$ cat src/rtl/clock_divider_multi.sv
// clock_divider_multi
// Multi-channel divider of the system clock. Each channel produces a 50%-duty
// divided clock, a one-cycle tick on every rising transition of that clock and
// a flag showing that a newly written half-period is waiting to take effect.
// A written half-period is only taken over at the end of a half-period (wrap)
// or on a sync pulse, so a reload can never shorten a phase already under way.
module clock_divider_multi #(
   parameter int CLK_FREQ = 50_000_000,
   parameter int OUT_FREQ = 1,
   parameter int NUM_CH   = 2,
   parameter int CNT_W    = 26,
   parameter int CH_W     = 1
) (
   input  logic              clk_50MHz,
   input  logic              set,
   input  logic [NUM_CH-1:0] en,
   input  logic              sync,
   input  logic              load,
   input  logic [CH_W-1:0]   load_ch,
   input  logic [CNT_W-1:0]  div_val,
   output logic [NUM_CH-1:0] clk_out,
   output logic [NUM_CH-1:0] tick,
   output logic [NUM_CH-1:0] upd_pend
);

   // Half-period (in cycles minus one) that gives OUT_FREQ after reset.
   localparam logic [CNT_W-1:0] HP_DEFAULT = CNT_W'(CLK_FREQ / (2 * OUT_FREQ) - 1);

   // Per-channel state: running counter, the half-period in use and the
   // half-period written by software but not yet taken over.
   logic [CNT_W-1:0] cnt     [NUM_CH];
   logic [CNT_W-1:0] hp_act  [NUM_CH];
   logic [CNT_W-1:0] hp_pend [NUM_CH];

   // One-hot channel select for the load strobe. load is a plain write
   // strobe with no back-pressure: it is accepted on every edge it is high,
   // and a channel number with no matching channel selects nothing.
   logic [NUM_CH-1:0] load_sel;

   // Decode load_ch into a per-channel write enable.
   always_comb begin
      load_sel = '0;
      for (int i = 0; i < NUM_CH; i++) begin
         if (load && (int'(load_ch) == i)) begin
            load_sel[i] = 1'b1;
         end
      end
   end

   // Channel counters, outputs and half-period registers; priority set > sync > count.
   always_ff @(posedge clk_50MHz) begin
      if (set) begin
         for (int i = 0; i < NUM_CH; i++) begin
            cnt[i]      <= '0;
            hp_act[i]   <= HP_DEFAULT;
            hp_pend[i]  <= HP_DEFAULT;
            clk_out[i]  <= 1'b0;
            tick[i]     <= 1'b0;
            upd_pend[i] <= 1'b0;
         end
      end else begin
         for (int i = 0; i < NUM_CH; i++) begin
            tick[i] <= 1'b0;
            if (sync) begin
               // Phase-align every channel, enabled or not, and take over the
               // pending half-period as it stood before this edge.
               cnt[i]      <= '0;
               clk_out[i]  <= 1'b0;
               hp_act[i]   <= hp_pend[i];
               upd_pend[i] <= 1'b0;
            end else if (en[i]) begin
               if (cnt[i] == hp_act[i]) begin
                  // End of a half-period: toggle and pick up the pending value.
                  cnt[i]      <= '0;
                  clk_out[i]  <= ~clk_out[i];
                  tick[i]     <= ~clk_out[i];
                  hp_act[i]   <= hp_pend[i];
                  upd_pend[i] <= 1'b0;
               end else begin
                  cnt[i] <= cnt[i] + 1'b1;
               end
            end
            // A write on the same edge as a wrap or sync lands after them, so
            // the new value stays pending until the next wrap or sync.
            if (load_sel[i]) begin
               hp_pend[i]  <= div_val;
               upd_pend[i] <= 1'b1;
            end
         end
      end
   end

endmodule
$ cat config.mk
export PLATFORM = sky130hd
export DESIGN_NAME = clock_divider_multi
export DESIGN_NICKNAME = d
export VERILOG_FILES = /design/src/rtl/clock_divider_multi.sv
export SDC_FILE = /design/constraint.sdc
export NUM_CORES = 1
export LEC_CHECK = 0
export ABC_AREA = 1
export BUFFER_PORTS_ARGS = -buffer_cell sky130_fd_sc_hd__clkbuf_2
export CAP_MARGIN = 30
export CORE_MARGIN = 1
export CORE_UTILIZATION = 50
export CTS_CLUSTER_SIZE = 12
export DETAILED_ROUTE_END_ITERATION = 8
export GPL_TIMING_DRIVEN = 0
export PLACE_DENSITY = 0.67
export SYNTH_ARGS = -nofsm -noshare
export SYNTH_HDL_FRONTEND = slang
export SYNTH_SLANG_ARGS = --single-unit
export TNS_END_PERCENT = 50
$ cat constraint.sdc
create_clock -name clk_50MHz -period 7.3 [get_ports clk_50MHz]
set_input_delay 2.19 -clock clk_50MHz [delete_from_list [all_inputs] [get_ports clk_50MHz]]
set_output_delay 2.19 -clock clk_50MHz [all_outputs]
set_load 0.05 [all_outputs]
==> out/metrics.cfg, run 1 <==
[run_status]
outcome = complete, no violations

[floorplanning]
die_x_um = 127
ios = 39
initial_utilization = 0.513
design.die.area_sq_um = 16100
rows = 45
die_height_um = 127
placeableCoreArea_sq_um = 15200

[cells_and_area]
syn_to_final_growth_pct = 15.0
drive_gt1_frac = 0.160
instances_no_fill = 1028
insertedDiodeCount = 0
nNetsFinal = 862

[cts]
cts.sinks = 162
cts_tree = done
cts_made_buffers = 17
cts_root_buf = clkbuf_16
hold_buffers = 0
post_cts_buffers = 0
cts.clk_slew.worst_paths_ps = 60
ctsResizeCount = 0
cts_buffer_depth = 2
h-tree-depth = 4
clk_latency_ps = 420

[worst_setup_path]
required_ps = 7420
startpoint = set
path_max_fanout = 19
cp_top_family = simple AND/OR/NAND/NOR gates
rr_startpoint = cnt[0][17]$_SDFFCE_PN0P_
max_stage_delay_ps = 460
cp_cell_sequence = clkbuf_2, nor2_1, nand3_2, buf_2, nand3_1, buf_8
r2r_setup_slack_ps = 4500
r2r_cells = 10
worst-path-stages = 6
cp.arrival_ps = 4030
crit_path_start_kind = input port
critPathCapture = cnt[0][20]$_SDFFCE_PN0P_
cp-end-kind = flop
worst-setup-path-type = in -> reg
cp_slowest_cell = nor2_1
r2r-end = cnt[0][20]$_SDFFCE_PN0P_
path_buf_inv = 3

[power_and_ir_drop]
p_total_uw = 2180
powerDensity_nw_per_um2 = 243
leakagePower_uw = 0.00353
ir_drop_mv = 0.193

[timing]
worst_pin_slew_ps = 588
rsz0062_at_grt = false
final-setup-viol-count = 0
slew_headroom = 0.606
hold_viol_final = 0
timing.setup.tns_ps = 0
fin_skew_ps = 8.91
drv_slew = 0
fin_crit_sh = 0.536
fin_crit_ps = 3910
max_freq_mhz = 255
setup_ws_ps = 3390

[place]
dp_hpwl_mm = 11.2
place_ws_ps = 2930
numPortBuffers = 38
gp_congestion = 0.857
dp.cells = 994

[global_routing]
grt_usage = 0.204
overflow = 0
grt_pass1_wl_mm = 24.7
grt_pass1_vias = 4975
antenna_found_initial = 0
grt_max_degree = 27

[detailed_routing]
dr.pass1.iters = 4
maxUsedRoutingLayer = met4
routed_wl_mm = 15.4
drt-initial-drc-count = 438
wire_per_inst_um = 15.0
vias = 5249
wl_met2_mm = 7.00
drc = 0
met3_length_um = 700
met1_length_mm = 7.52
antenna_left = 0
vias_per_cell = 5.11

[yosys]
synth_fp_nets = 799
synthCells = 764
syn_area_sq_um = 7800
async_flop_share = 0
synth_edf_count = 156
yosysWarnings = 0
ys_seq_elements = 162
avgSynthCellArea_sq_um = 10.2
synthFlopType = edfxtp_1
ys_seq_area_frac = 0.616
ys_types = 36

[worst_hold_path]
hp-class = reg -> reg

[job]
maxCapViolations = 0

-- cells in the mapped netlist (3+ instances only) --
library cell  count  area share
xor2_1           39       0.044
or2_1            12      0.0096
xnor2_1          26       0.029
a21oi_1          25       0.016
or2_2            30       0.024
edfxtp_1        156        0.60
buf_2             6      0.0039
nand2_1         141       0.068
dfxtp_1           6       0.015
buf_6             3      0.0043
nand2_2           4      0.0032
nor2_1          108       0.052
nand4_1          16       0.013
nand3_2           4      0.0051
nor4_1            3      0.0024
o21ai_0           3      0.0019
nor3_1           17       0.011
nor2_2            7      0.0056
nand3_1          21       0.013
inv_1           115       0.055
-- cell families after synthesis --
family | Yosys count | share of synthesized area
adder cells (fa/ha/maj) | 2 | 0.00321
AO/OA/AOI/OAI | 31 | 0.0205
flip-flops | 162 | 0.616
AND/OR/NAND/NOR | 375 | 0.221
buffers and inverters | 129 | 0.0661
XOR/XNOR | 65 | 0.0730
-- cell type report --
| cell class | count | area [sq um] |
|---|---|---|
| buffer | 12 | 76.3 |
| clock buffer | 20 | 437 |
| clock inverter | 12 | 164 |
| fill | 1289 | 6240 |
| inverter | 117 | 439 |
| multi-input combinational | 473 | 2480 |
| sequential | 162 | 4800 |
| tap | 188 | 235 |
| timing repair buffer | 44 | 330 |
-- registers in the layout (all words and copies together), names as in the netlist --
signal	count
upd_pend	2
cnt	52
tick	2
hp_pend	52
clk_out	2
hp_act	52
-- power by group --
part	internal, uW	switching (uW)
combinational	56.1	85.7
sequential	1090	37.8
clock	567	349
-- worst min path at each step --
stage | startpoint | end | slack, ps | depth (start not counted)
after floorplan | hp_pend[0][11]$_DFFE_PP_ | hp_act[0][11]$_SDFFCE_PP1P_ | 480 | 1
after global placement | clk_out[1]$_SDFFE_PP0N_ | tick[1]$_SDFF_PP0_ | 430 | 1
after detailed placement | clk_out[1]$_SDFFE_PP0N_ | tick[1]$_SDFF_PP0_ | 450 | 1
after CTS | clk_out[1]$_SDFFE_PP0N_ | tick[1]$_SDFF_PP0_ | 460 | 1
after global routing | clk_out[1]$_SDFFE_PP0N_ | tick[1]$_SDFF_PP0_ | 500 | 1
final | clk_out[1]$_SDFFE_PP0N_ | tick[1]$_SDFF_PP0_ | 460 | 1
-- worst reg2reg max path, stage by stage (launching register included) --
cell and delay [ps]:
edfxtp_1 490, xnor2_1 210, nand2_1 70, nor2_1 180, nand2_1 140, nor2_2 140
nand2_1 110, nand3_2 230, buf_2 300, nand3_1 380, buf_8 310
-- per-layer routing --
layer | vias to the layer above | track usage
met5 | - | 0
met4 | 0 | 0.0693
met3 | 15 | 0.0422
met2 | 133 | 0.314
met1 | 2505 | 0.289
li1 | 2596 | -
-- cells in the final DEF, fill, tap and decap left out, types with 4 or more instances in the layout --
cell       instances
or2_1             12
buf_2              6
dfxtp_1            6
nor3_1            17
or2_2             30
clkbuf_16         17
inv_1            115
nand3_1           21
buf_16             4
nand2_1          141
edfxtp_1         156
xnor2_1           26
xor2_1            39
a21oi_1           25
nor2_1           108
nand3_2            4
bufinv_16          4
nor2_2             7
nand4_1           16
nand2_2            4
clkbuf_2          39
clkbuf_1           5
-- through the flow --
step / utilization / cell area (sq um) / hold WS [ps]
finish: 0.590 / 8970 / 460
detailed placement: 0.547 / 8310 / 449
global route: 0.590 / 8970 / 495
floorplan: - / 7800 / 476
CTS: 0.586 / 8910 / 463
global placement: 0.541 / 8220 / 434
Note: power is estimated with default switching activity, not from simulation.
==> run 2, diff against run 1 <==
--- a/config.mk
+++ b/config.mk
@@ -5,7 +5,7 @@
 export SDC_FILE = /design/constraint.sdc
 export NUM_CORES = 1
 export LEC_CHECK = 0
-export ABC_AREA = 1
+export ABC_AREA = 0
 export BUFFER_PORTS_ARGS = -buffer_cell sky130_fd_sc_hd__clkbuf_2
 export CAP_MARGIN = 30
 export CORE_MARGIN = 1
@@ -13,7 +13,7 @@
 export CTS_CLUSTER_SIZE = 12
 export DETAILED_ROUTE_END_ITERATION = 8
 export GPL_TIMING_DRIVEN = 0
-export PLACE_DENSITY = 0.67
+export PLACE_DENSITY = 0.7
 export SYNTH_ARGS = -nofsm -noshare
 export SYNTH_HDL_FRONTEND = slang
 export SYNTH_SLANG_ARGS = --single-unit
==> constraint.sdc (replaced) <==
create_clock -name clk_50MHz -period 3.6 [get_ports clk_50MHz]
set_input_delay 1.08 -clock clk_50MHz [delete_from_list [all_inputs] [get_ports clk_50MHz]]
set_output_delay 1.08 -clock clk_50MHz [all_outputs]
set_load 0.05 [all_outputs]
==> out/metrics.cfg, run 2 <==
[worst_setup_path]
r2r_cells = 7  ; was 10
max_stage_delay_ps = 670  ; was 460 ps
required_ps = 3740  ; was 7420 ps
worst-setup-path-type = reg -> reg  ; was in -> reg
startpoint = cnt[1][3]$_SDFFCE_PN0P_  ; was set
cp_slowest_cell = nor4_1  ; was nor2_1
cp_cell_sequence = xnor2_1, nand4_1, nor4_1, nand3_1, clkbuf_1, nand2_1, buf_16  ; was clkbuf_2, nor2_1, nand3_2, buf_2, nand3_1, buf_8
crit_path_start_kind = flop  ; was input port
cp.arrival_ps = 3200  ; was 4030 ps
cp-end-kind = flop  ; unchanged
path_max_fanout = 18  ; was 19
rr_startpoint = cnt[1][3]$_SDFFCE_PN0P_  ; was cnt[0][17]$_SDFFCE_PN0P_

[global_routing]
grt_max_degree = 27  ; unchanged
grt_usage = 0.209  ; was 0.204
antenna_found_initial = 0  ; unchanged
grt_pass1_wl_mm = 23.2  ; was 24.7 mm
overflow = 0  ; unchanged
grt_pass1_vias = 4383  ; was 4975

[cts]
post_cts_buffers = 0  ; unchanged
cts_tree = done  ; unchanged
h-tree-depth = 4  ; unchanged
cts_root_buf = clkbuf_16  ; unchanged
hold_buffers = 0  ; unchanged
clk_latency_ps = 430  ; was 420 ps
cts.sinks = 162  ; unchanged
cts_buffer_depth = 2  ; unchanged
ctsResizeCount = 0  ; unchanged
cts.clk_slew.worst_paths_ps = 60  ; about the same
cts_made_buffers = 17  ; unchanged

[yosys]
syn_area_sq_um = 7460  ; was 7800 sq um
ys_seq_elements = 162  ; unchanged
synthFlopType = edfxtp_1  ; unchanged
synth.most_common_cell = edfxtp_1  ; unchanged
synth.area.top_cells = edfxtp_1, xor2_1, xnor2_1, nor2_1, nand2b_1  ; was edfxtp_1, nand2_1, inv_1, nor2_1, xor2_1
avgSynthCellArea_sq_um = 12.8  ; was 10.2 sq um
yosysWarnings = 0  ; unchanged
synth_edf_count = 156  ; unchanged
synth_top_area_frac = 0.628  ; was 0.601
async_flop_share = 0  ; unchanged
yosys.area.top_type = edfxtp_1  ; unchanged
ys_types = 38  ; was 36
ys_seq_area_frac = 0.644  ; was 0.616
synth_fp_nets = 619  ; was 799
synth_common_cells = edfxtp_1, nor2_1, xor2_1, xnor2_1, nand2b_1  ; was edfxtp_1, nand2_1, inv_1, nor2_1, xor2_1
synthCells = 584  ; was 764

[cells_and_area]
multi_input_area_sq_um = 2480  ; about the same
insertedDiodeCount = 0  ; unchanged
drive_gt1_frac = 0.142  ; was 0.160
postLayoutCellArea_sq_um = 8630  ; was 8970 sq um
syn_to_final_growth_pct = 15.7  ; was 15.0%
final_core_util = 0.594  ; was 0.590
largest_registers = cnt: 52 flops, hp_act: 52 flops, hp_pend: 52 flops  ; unchanged
nNetsFinal = 682  ; was 862
layout_common_cells = edfxtp_1, nor2_1, xor2_1  ; was edfxtp_1, nand2_1, inv_1
fillCellCount = 1142  ; was 1289
regArea_sq_um = 4800  ; unchanged
final_common_cell = edfxtp_1  ; unchanged

[timing]
timing.setup.tns_ps = 0  ; unchanged
fin_skew_ps = 8.45  ; was 8.91 ps
slew_headroom = 0.482  ; was 0.606
hold_viol_final = 0  ; unchanged
rsz0062_at_grt = false  ; unchanged
fin_crit_ps = 3060
fin_crit_sh = 0.850
final-setup-viol-count = 0  ; unchanged
setup_ws_ps = 539  ; was 3390 ps
worst_pin_slew_ps = 771  ; was 588 ps
drv_slew = 0  ; unchanged
max_freq_mhz = 327

[floorplanning]
design.die.area_sq_um = 15400  ; was 16100 sq um
placeableCoreArea_sq_um = 14500  ; was 15200 sq um
rows = 44  ; was 45
initial_utilization = 0.513  ; about the same
die_height_um = 124  ; was 127 um
die_x_um = 124  ; was 127 um
ios = 39  ; unchanged

[run_status]
outcome = complete, no violations  ; unchanged

[detailed_routing]
dr.pass1.iters = 5  ; was 4
vias = 4608  ; was 5249
vias_per_cell = 5.46  ; was 5.11
routed_wl_mm = 14.9  ; was 15.4 mm
drt-initial-drc-count = 596  ; was 438
wire_per_inst_um = 17.7  ; was 15.0 um
drc = 0  ; unchanged
antenna_left = 0  ; unchanged

[power_and_ir_drop]
pwr-share-comb = 0.060  ; was 0.065
p_int_uw = 3430  ; was 1710 uW
p_seq_frac = 0.519  ; was 0.515
p_clk_frac = 0.422  ; was 0.420
ir_drop_mv = 0.385  ; was 0.193 mV
swShare = 0.213  ; was 0.217
powerDensity_nw_per_um2 = 506  ; was 243 nW/um^2
leakagePower_uw = 0.00295  ; was 0.00353 uW
p_sw_uw = 932  ; was 473 uW

[place]
dp_hpwl_mm = 10.8  ; was 11.2 mm
numPortBuffers = 38  ; unchanged
post_dp_cell_area_sq_um = 7950  ; was 8310 sq um
gp_congestion = 0.839  ; was 0.857
place_ws_ps = 355  ; was 2930 ps

[worst_hold_path]
hp-class = reg -> reg  ; unchanged
worstHoldStart = clk_out[0]$_SDFFE_PP0N_  ; was clk_out[1]$_SDFFE_PP0N_
whs_path_depth = 1  ; unchanged

[job]
maxCapViolations = 0  ; unchanged

[run 2: cell count changes after synthesis, moves of 15 or more]
cell | previous run | this run
a21oi_1 | 25 | 10
inv_1 | 115 | 9
nand2_1 | 141 | 15
nand2b_1 | 0 | 26
nor2_1 | 108 | 76
o21ai_0 | 3 | 18
or2_2 | 30 | 0
or3_1 | 1 | 19
xnor2_1 | 26 | 48
[run 2: area by class of cell]
| cell class | instances | area share |
|---|---|---|
| buffer | 26 | 0.0158 |
| clock buffer | 23 | 0.0542 |
| clock inverter | 9 | 0.0154 |
| inverter | 9 | 0.00391 |
| multi-input combinational | 387 | 0.288 |
| sequential | 162 | 0.557 |
| tap | 184 | 0.0267 |
| timing repair buffer | 44 | 0.0397 |
[run 2: worst max-delay path, delay by kind of cell, from the launching register on]
kind	cells	cell delay, ps
buf+inv	2	490
simple gates	4	1480
xor+xnor	1	320
flops	1	470
[run 2: metal layers]
layer	GRT usage	share of wire
met1	0.309	0.49
met2	0.295	0.43
met3	0.0527	0.059
met4	0.0759	0.012
met5	0	0
[run 2: kinds of logic (layout without fill, tap and decap cells)]
kind of cell | count (synthesis) | in the layout | synth area share
flip-flops | 162 | 162 | 0.644
multiplexers | 1 | 1 | 0.00151
AO/OA/AOI/OAI | 38 | 38 | 0.0326
AND/OR/NAND/NOR | 247 | 247 | 0.179
XOR/XNOR | 99 | 99 | 0.116
adder cells (fa/ha/maj) | 2 | 2 | 0.00336
buffers and inverters | 35 | 111 | 0.0228
[run 2: worst paths after layout]
path                                               end  slack (ps)
worst max register to register  hp_act[1][9]$_DFFE_PP_         540
worst min register to register      tick[0]$_SDFF_PP0_         500
worst max-delay path            hp_act[1][9]$_DFFE_PP_         540
worst min-delay path                tick[0]$_SDFF_PP0_         500
[run 2: power groups by stage]
| stage | logic (uW) | registers (uW) | clock network, uW |
|---|---|---|---|
| CTS | 249 | 2270 | 1860 |
| floorplan | 163 | 2290 | 0 |
| global route | 287 | 2280 | 1930 |
| finish | 261 | 2270 | 1840 |
| global placement | 231 | 2300 | 0 |
| detailed placement | 247 | 2310 | 0 |
[run 2: metrics by stage]
stage                     total power (uW)  hold slack [ps]  std cells
after floorplan                       2450              481        584
after global placement                2540              463        806
after detailed placement              2550              487        809
after CTS                             4370              498        841
after global routing                  4490              516        844
final                                 4370              500        844
